===== src/rtl/bfis_pkg.sv =====
// Shared constants, state type and helpers for the bfis search-core front end.
package bfis_pkg;

    localparam logic [31:0] SENTINEL_DEFAULT = 32'hFFFF_FFFF;
    localparam int unsigned K_WIDTH          = 16;

    typedef enum logic [1:0] {
        IDLE,
        LOAD,
        ISSUE,
        WAIT
    } qload_state_t;

    function automatic logic [31:0] sat_inc(input logic [31:0] v);
        return (v == '1) ? v : v + 32'd1;
    endfunction

endpackage


===== src/rtl/query_loader_if.sv =====
// Host word stream and bfis launch/return signals of the query loader.
interface query_loader_if #(
    parameter int unsigned DIM = 4
);
    logic [31:0] word_in;
    logic        word_valid_in;
    logic        word_ready_out;
    logic        search_done_in;
    logic [31:0] query_out [DIM-1:0];
    logic [15:0] k_out;
    logic [31:0] vertex_id_out;
    logic        valid_out;
    logic        frame_err_out;
    logic        busy_out;
    logic [31:0] cycles_out;

    modport slave (
        input  word_in, word_valid_in, search_done_in,
        output word_ready_out, query_out, k_out, vertex_id_out,
        output valid_out, frame_err_out, busy_out, cycles_out
    );

    modport master (
        output word_in, word_valid_in, search_done_in,
        input  word_ready_out, query_out, k_out, vertex_id_out,
        input  valid_out, frame_err_out, busy_out, cycles_out
    );
endinterface


===== src/rtl/query_loader.sv =====
// Deframes the host word stream into one bfis query and holds it until the search ends.
// Optional macro QLOAD_CYCLE_COUNT_EN adds a launch-to-done latency counter on cycles_out.
module query_loader
    import bfis_pkg::*;
#(
    parameter int unsigned DIM      = 4,
    parameter logic [31:0] SENTINEL = SENTINEL_DEFAULT
) (
    input logic           clk_in,
    input logic           rst_in,
    query_loader_if.slave bus
);
    localparam int unsigned      IDX_W   = $clog2(DIM + 2);
    localparam logic [IDX_W-1:0] IDX_K   = IDX_W'(DIM);
    localparam logic [IDX_W-1:0] IDX_VID = IDX_W'(DIM + 1);

    qload_state_t     state, state_nx;
    logic [IDX_W-1:0] idx;
    logic [31:0]      stg_query [DIM-1:0];
    logic [31:0]      stg_k;
    logic             accept, is_sentinel, last_word, k_bad;

    always_comb begin
        accept      = bus.word_valid_in && (state == IDLE || state == LOAD);
        is_sentinel = (bus.word_in == SENTINEL);
        last_word   = accept && !is_sentinel && state == LOAD && idx == IDX_VID;
        k_bad       = (stg_k[31:K_WIDTH] != '0) || (stg_k[K_WIDTH-1:0] == '0);
    end

    always_ff @(posedge clk_in or posedge rst_in) begin
        if (rst_in) state <= IDLE;
        else        state <= state_nx;
    end

    always_comb begin
        state_nx           = state;
        bus.word_ready_out = 1'b0;
        bus.valid_out      = 1'b0;
        bus.busy_out       = 1'b0;
        unique case (state)
            IDLE: begin
                bus.word_ready_out = 1'b1;
                if (accept && is_sentinel) state_nx = LOAD;
            end
            LOAD: begin
                bus.word_ready_out = 1'b1;
                if (last_word) state_nx = k_bad ? IDLE : ISSUE;
            end
            ISSUE: begin
                bus.valid_out = 1'b1;
                bus.busy_out  = 1'b1;
                state_nx      = WAIT;
            end
            WAIT: begin
                bus.busy_out = 1'b1;
                if (bus.search_done_in) state_nx = IDLE;
            end
            default: state_nx = IDLE;
        endcase
    end

    // Outputs load straight from staging (vid from the live word) on the accepting edge,
    // so they are already stable in the ISSUE cycle.
    always_ff @(posedge clk_in or posedge rst_in) begin
        if (rst_in) begin
            idx               <= '0;
            stg_k             <= '0;
            bus.k_out         <= '0;
            bus.vertex_id_out <= '0;
            bus.frame_err_out <= 1'b0;
            for (int unsigned i = 0; i < DIM; i++) begin
                stg_query[i]     <= '0;
                bus.query_out[i] <= '0;
            end
        end else begin
            bus.frame_err_out <= 1'b0;
            if (accept && is_sentinel) begin
                idx <= '0;
                if (state == LOAD) bus.frame_err_out <= 1'b1;
            end else if (accept && state == LOAD) begin
                for (int unsigned i = 0; i < DIM; i++)
                    if (idx == IDX_W'(i)) stg_query[i] <= bus.word_in;
                if (idx == IDX_K) stg_k <= bus.word_in;
                if (last_word) begin
                    idx <= '0;
                    if (k_bad) begin
                        bus.frame_err_out <= 1'b1;
                    end else begin
                        bus.query_out     <= stg_query;
                        bus.k_out         <= stg_k[K_WIDTH-1:0];
                        bus.vertex_id_out <= bus.word_in;
                    end
                end else begin
                    idx <= idx + 1'b1;
                end
            end
        end
    end

`ifdef QLOAD_CYCLE_COUNT_EN
    logic [31:0] cycle_cnt, cycles_q;

    // The done cycle itself is a WAIT cycle, so the reported count includes it.
    always_ff @(posedge clk_in or posedge rst_in) begin
        if (rst_in) begin
            cycle_cnt <= '0;
            cycles_q  <= '0;
        end else if (state == ISSUE) begin
            cycle_cnt <= '0;
        end else if (state == WAIT) begin
            cycle_cnt <= sat_inc(cycle_cnt);
            if (bus.search_done_in) cycles_q <= sat_inc(cycle_cnt);
        end
    end

    assign bus.cycles_out = cycles_q;
`else
    assign bus.cycles_out = '0;
`endif

endmodule


===== src/flat_wrapper.sv =====
// flat-port wrapper written by rule: the top's interface ports become plain ports
module query_loader_flat import bfis_pkg::*;
#(
    parameter int unsigned DIM      = 4,
    parameter logic [31:0] SENTINEL = SENTINEL_DEFAULT
)
  (clk_in, rst_in, bus_word_in, bus_word_valid_in, bus_search_done_in, bus_word_ready_out, bus_query_out, bus_k_out, bus_vertex_id_out, bus_valid_out, bus_frame_err_out, bus_busy_out, bus_cycles_out);
  query_loader_if #(.DIM(DIM)) bus_i ();
  input logic clk_in;
  input logic rst_in;
  input wire logic [$bits(bus_i.word_in)-1:0] bus_word_in;
  input wire logic [$bits(bus_i.word_valid_in)-1:0] bus_word_valid_in;
  input wire logic [$bits(bus_i.search_done_in)-1:0] bus_search_done_in;
  output wire logic [$bits(bus_i.word_ready_out)-1:0] bus_word_ready_out;
  output wire logic [$bits(bus_i.query_out)-1:0] bus_query_out;
  output wire logic [$bits(bus_i.k_out)-1:0] bus_k_out;
  output wire logic [$bits(bus_i.vertex_id_out)-1:0] bus_vertex_id_out;
  output wire logic [$bits(bus_i.valid_out)-1:0] bus_valid_out;
  output wire logic [$bits(bus_i.frame_err_out)-1:0] bus_frame_err_out;
  output wire logic [$bits(bus_i.busy_out)-1:0] bus_busy_out;
  output wire logic [$bits(bus_i.cycles_out)-1:0] bus_cycles_out;
  assign bus_i.word_in = bus_word_in;
  assign bus_i.word_valid_in = bus_word_valid_in;
  assign bus_i.search_done_in = bus_search_done_in;
  assign bus_word_ready_out = bus_i.word_ready_out;
  assign bus_query_out = {>>{bus_i.query_out}};
  assign bus_k_out = bus_i.k_out;
  assign bus_vertex_id_out = bus_i.vertex_id_out;
  assign bus_valid_out = bus_i.valid_out;
  assign bus_frame_err_out = bus_i.frame_err_out;
  assign bus_busy_out = bus_i.busy_out;
  assign bus_cycles_out = bus_i.cycles_out;
  query_loader #(.DIM(DIM), .SENTINEL(SENTINEL)) u_core (.clk_in(clk_in), .rst_in(rst_in), .bus(bus_i));
endmodule

===== config.mk =====
export PLATFORM = sky130hd
export DESIGN_NAME = query_loader_flat
export DESIGN_NICKNAME = d
export VERILOG_FILES = /design/src/rtl/bfis_pkg.sv /design/src/rtl/query_loader_if.sv /design/src/rtl/query_loader.sv /design/src/flat_wrapper.sv
export SDC_FILE = /design/constraint.sdc
export NUM_CORES = 1
export LEC_CHECK = 0
export BUFFER_PORTS_ARGS = -buffer_cell sky130_fd_sc_hd__buf_2
export CAP_MARGIN = 20
export CORE_UTILIZATION = 43
export CTS_CLUSTER_DIAMETER = 200
export CTS_CLUSTER_SIZE = 40
export DETAILED_ROUTE_END_ITERATION = 7
export PLACE_DENSITY = 0.66
export REMOVE_ABC_BUFFERS = 1
export SLEW_MARGIN = 20
export SYNTH_ARGS = -nofsm -noshare
export SYNTH_HDL_FRONTEND = slang
export SYNTH_SLANG_ARGS = --single-unit

===== constraint.sdc =====
create_clock -name clk_in -period 11.06 [get_ports clk_in]
set_clock_uncertainty 0.15 [all_clocks]
set_input_delay 1.659 -clock clk_in [delete_from_list [all_inputs] [get_ports clk_in]]
set_output_delay 1.659 -clock clk_in [all_outputs]
set_load 0.03 [all_outputs]

======== After elaboration in Yosys (flattened, before gate mapping) ========
Cells that the tools add are included.
storage, ports and cells
  register bits after elaboration ......... 342
  output and inout port bits .............. 212
  word-level logic and storage cells ...... 68
operators by class
  $add $sub $neg .......................... 1
  equal/unequal tests ..................... 12
  muxes and demuxes ....................... 16
  bitwise logic cells ..................... 2
  reduce and logical (&&, ||, !) cells .... 23
operators with widths
  cell                                            number
  == test 32 bit (second input constant)          1
  AND reduction 3 bit                             6
  logical NOT 16 bit                              1
  nonzero test 16 bit                             1
  2-to-1 mux 3 bit                                3
  2-to-1 mux 1 bit                                8
  2-to-1 mux 2 bit                                4
  one-hot mux 2 bit (4 select lines)              1
  == test 3 x 2 -> 1 bit (second input constant)  2
  == test 3 bit (second input constant)           2
  logical AND 1 bit                               6
  == test 2 bit (second input constant)           2
  != test 2 bit (second input constant)           2
  AND reduction 4 bit                             1
  OR reduction 2 bit                              2
  adder 3 x 1 -> 3 bit (second input constant)    1
  == test 3 x 1 -> 1 bit (second input constant)  1
  logical NOT 3 bit                               1
  == test 2 x 1 -> 1 bit (second input constant)  1
  logical NOT 2 bit                               1
  logical OR 1 bit                                2
  != test 2 x 1 -> 1 bit (second input constant)  1
  inverter 1 bit                                  2
  nonzero test 2 bit                              1
  logical NOT 1 bit                               1

======== Logic depth before layout (Yosys ltp) ========
  depth in word-level cells ............... 9
  mapped depth ............................ 8
  depth with buffers taken out ............ 5

======== Least setup slack after synthesis ========
No wires, ideal clock.
  path kind ............................... in2reg
  start point ............................. input port bus_word_in[4]
  end point ............................... register u_core.bus.k_out[15]
  setup time .............................. 125 ps
  arrival time ............................ 3204 ps
  data required time ...................... 10785 ps
  slack ................................... 7581 ps
  stages .................................. 8
  cell sequence ........................... nand4_1 nor4_1 and2_1 or4_1 buf_2 buf_8 buf_6 mux2_4
between the ends
  cells in the longest elaborated chain, start to end .. 6
  elaborated cells between the ends (all ways) .. 8
  classes of those cells .................. eq/ne: 1; bitwise: 1; reduce/logical: 6
ends and longest elaborated chain
  what                                    RTL line               RTL
  start, declared                         flat_wrapper.sv:11     input wire logic [$bits(bus_i.word_in)-1:0] bus_word_in;
  == test 32 bit *                        query_loader.sv:25     is_sentinel = (bus.word_in == SENTINEL);
  logical NOT 1 bit                       query_loader.sv:26     last_word = accept && !is_sentinel && state == LOAD && idx == IDX_VID;
  logical AND 1 bit (3 in series)         query_loader.sv:26
  AND reduction 4 bit (no source line) *  n/a
  end signal, assigned                    query_loader.sv:90     bus.k_out <= stg_k[K_WIDTH-1:0];
  end, declared                           query_loader_if.sv:19  output word_ready_out, query_out, k_out, vertex_id_out,
Every way passes the cells marked *; elsewhere a longest branch is shown, timed or not.
A chain may end at the register's enable or synchronous reset.

======== Final worst setup path ========
  start point ............................. input port bus_word_in[13]
  end point ............................... register u_core.bus.query_out[80]
between the ends
  cells in the longest elaborated chain, start to end .. 6
  elaborated cells between the ends (all ways) .. 8
  classes of those cells .................. eq/ne: 1; bitwise: 1; reduce/logical: 6
ends and longest elaborated chain
  what                                    RTL line               RTL
  == test 32 bit *                        query_loader.sv:25
  logical NOT 1 bit                       query_loader.sv:26
  logical AND 1 bit (3 in series)         query_loader.sv:26
  AND reduction 4 bit (no source line) *  n/a
  end signal, assigned                    query_loader.sv:89     bus.query_out <= stg_query;
  end, declared                           query_loader_if.sv:19
Marks and branches as above.

==> results.json <==
{
  "synth_cells": 812,
  "tightestPinTransition_ps": 1071,
  "p_leak_nw": 8.367,
  "cp_max_fo": 57,
  "synth_top_area_cell": "dfrtp_1",
  "dieArea_mm2": 0.03279,
  "core-area_mm2": 0.03156,
  "root_buffer": "clkbuf_16",
  "ys_types": 29,
  "cts_tree": "built",
  "drtPass1Iterations": 4,
  "cap_violations": 0,
  "drc": 0,
  "slew_headroom_pct": 28.58,
  "first_iter_violations": 405,
  "vdd_drop_max_v": 0.0001028,
  "viasPerCell": 5.050,
  "gp_congestion": 0.7223,
  "cp-start-kind": "primary input",
  "final_cell_mix": "342 x dfrtp_1, 215 x buf_2, 184 x mux2_2, 140 x mux2_4, 32 x conb_1",
  "setup_tns_ps": 0,
  "holdCritPathClass": "flop to flop",
  "max_freq_ghz": 0.2128,
  "grt_pass1_vias": 7360,
  "cts_buffer_depth": 3,
  "h-tree-depth": 1,
  "rsz0062_at_grt": "false",
  "nFillCells": 2753,
  "port_buffers": 215,
  "required_ps": 11310,
  "hold_viol": 0,
  "final_area_mm2": 0.01541,
  "cts_resized": 0,
  "grt_pass1_wl_mm": 44.97,
  "pin_count": 248,
  "status": "finished, final reports clean",
  "dieHeight_um": 181.1,
  "final_core_util_pct": 48.82,
  "worstSetupEndpointType": "flop",
  "postPlaceCellArea_mm2": 0.01503,
  "postCtsSetupRepairBufs": 0,
  "clk_latency_ps": 510,
  "period_needed_ps": 4698,
  "ant_nets": 0,
  "cts-hold-fix-buffers": 0,
  "synth_top_area_share_pct": 62.06,
  "area_delta_synth_final_pct": 11.72,
  "post-route-period-util_pct": 42.48,
  "crit_type": "primary input to flop",
  "dp_hpwl_mm": 18.18,
  "wl_per_cell_um": 20.08,
  "timing.hold.ws_ps": 339.2,
  "synth_area_mm2": 0.01379,
  "grt_max_degree": 122,
  "yosysSeqAreaShare_pct": 62.06,
  "cts_buffers": 12,
  "power-per-cell-area_mw_per_mm2": 189.0,
  "wirelength_mm": 28.30,
  "yosys_warnings": 0,
  "die_w_um": 181.1,
  "clock_sinks": 342,
  "ys_ff_latch": 342,
  "clk_pin_slew_ps": 140,
  "slew_viol_final": 0,
  "vias": 7115,
  "avgSynthCellArea_um2": 16.98,
  "initial_core_util_pct": 43.70,
  "cp_data_arrival_time_ps": 4950,
  "synth_top_cells_by_area": "dfrtp_1 62%, mux2_4 15%, mux2_2 15%, buf_4 1.7%, buf_6 1.2%",
  "final_nets": 1048,
  "grt_remaining_overflow": 0,
  "drive_gt1_share_pct": 56.41,
  "mostFrequentLayoutCell": "dfrtp_1",
  "finalSetupViolCount": 0,
  "antenna_found_initial": 1,
  "row_count": 65,
  "diodes": 0,
  "grt.total_usage_pct": 17.60
}
==> worst paths after layout <==
check / slack, ps / cells past startpoint / to / start
worst min register to register: 340 / 1 / u_core.bus.query_out[20] / u_core.stg_query[20]
worst max-delay path: 6360 / 7 / u_core.bus.query_out[80] / bus_word_in[13]
worst min-delay path: 340 / 1 / u_core.bus.query_out[20] / u_core.stg_query[20]
max in group asynchronous: 7450 / 4 / u_core.bus.vertex_id_out[31] / rst_in
worst max register to register: 7660 / 6 / u_core.bus.vertex_id_out[21] / u_core.stg_k[20]
min in group asynchronous: 1110 / 2 / u_core.stg_query[72] / rst_in
==> routing by layer <==
layer | routed length [um] | track usage, %
met3 | 1822 | 3.911
met2 | 12610 | 26.63
met4 | 249 | 2.542
met1 | 13600 | 26.45
met5 | 10 | 0
==> synth_stat cells <==
cell type	count
a21oi_1	2
a311oi_1	1
a31oi_1	3
a41o_1	1
and2_1	2
and3_1	5
buf_2	19
buf_4	32
buf_6	15
buf_8	1
clkbuf_1	6
conb_1	1
dfrtp_1	342
ha_1	5
inv_1	6
mux2_1	12
mux2_2	184
mux2_4	140
nand2_1	3
nand3_1	2
nand4_1	9
nor2_1	2
nor2b_1	1
nor3_1	1
nor4_1	10
o21a_1	1
o21ai_0	4
o22ai_1	1
or4_1	1
==> final cells by class <==
| type | count | area, um2 | share of cell area (%) |
|---|---|---|---|
| multi-input cells | 422 | 4797 | 31.14 |
| inverters | 6 | 30.03 | 0.1949 |
| clock inverters | 1 | 20.02 | 0.1299 |
| repair buffers | 223 | 1172 | 7.610 |
| flip-flops and latches | 342 | 8558 | 55.55 |
| clock buffers | 13 | 325.3 | 2.112 |
| well taps | 402 | 503.0 | 3.265 |
==> state kept, by name, summed over array words and instances (netlist names), named ones only <==
signal,flops
u_core.bus.query_out,128
u_core.stg_query,128
u_core.bus.vertex_id_out,32
u_core.stg_k,32
u_core.bus.k_out,16
u_core.idx,3
u_core.bus.frame_err_out,1
u_core.state,1
==> worst max-delay path, cell delays in order <==
cell and delay [ps]:
buf_2 190, nand4_1 130, nor4_1 650, and2_1 320
or4_4 610, buf_4 890, mux2_2 420
==> logic make-up after synthesis <==
family / after synthesis / share of synthesized area [%]
DFF: 342 / 62.06
and+or+nand+nor: 36 / 1.524
buffers and inverters: 79 / 4.092
other: 1 / 0.02719
AOI/OAI and AO/OA: 13 / 0.5899
adders and majority gates: 5 / 0.4537
muxes: 336 / 31.25
==> through the flow <==
step / power, mW / instances / setup WS [ps]
2_1_floorplan: 2.178 / 770 / -229.0
3_3_place_gp: 2.329 / 1393 / 5469
3_5_place_dp: 2.362 / 1394 / 5796
4_1_cts: 2.957 / 1408 / 6351
5_1_grt: 3.080 / 1409 / 6229
6_report: 2.911 / 1409 / 6362
==> where the power goes <==
| group | internal [mW] | total, mW | switching (mW) |
|---|---|---|---|
| registers | 1.56 | 1.74 | 0.179 |
| clock network | 0.219 | 0.590 | 0.370 |
| logic | 0.311 | 0.579 | 0.268 |
| total | 2.09 | 2.91 | 0.818 |
No activity file was read; power rests on OpenSTA's default activity.
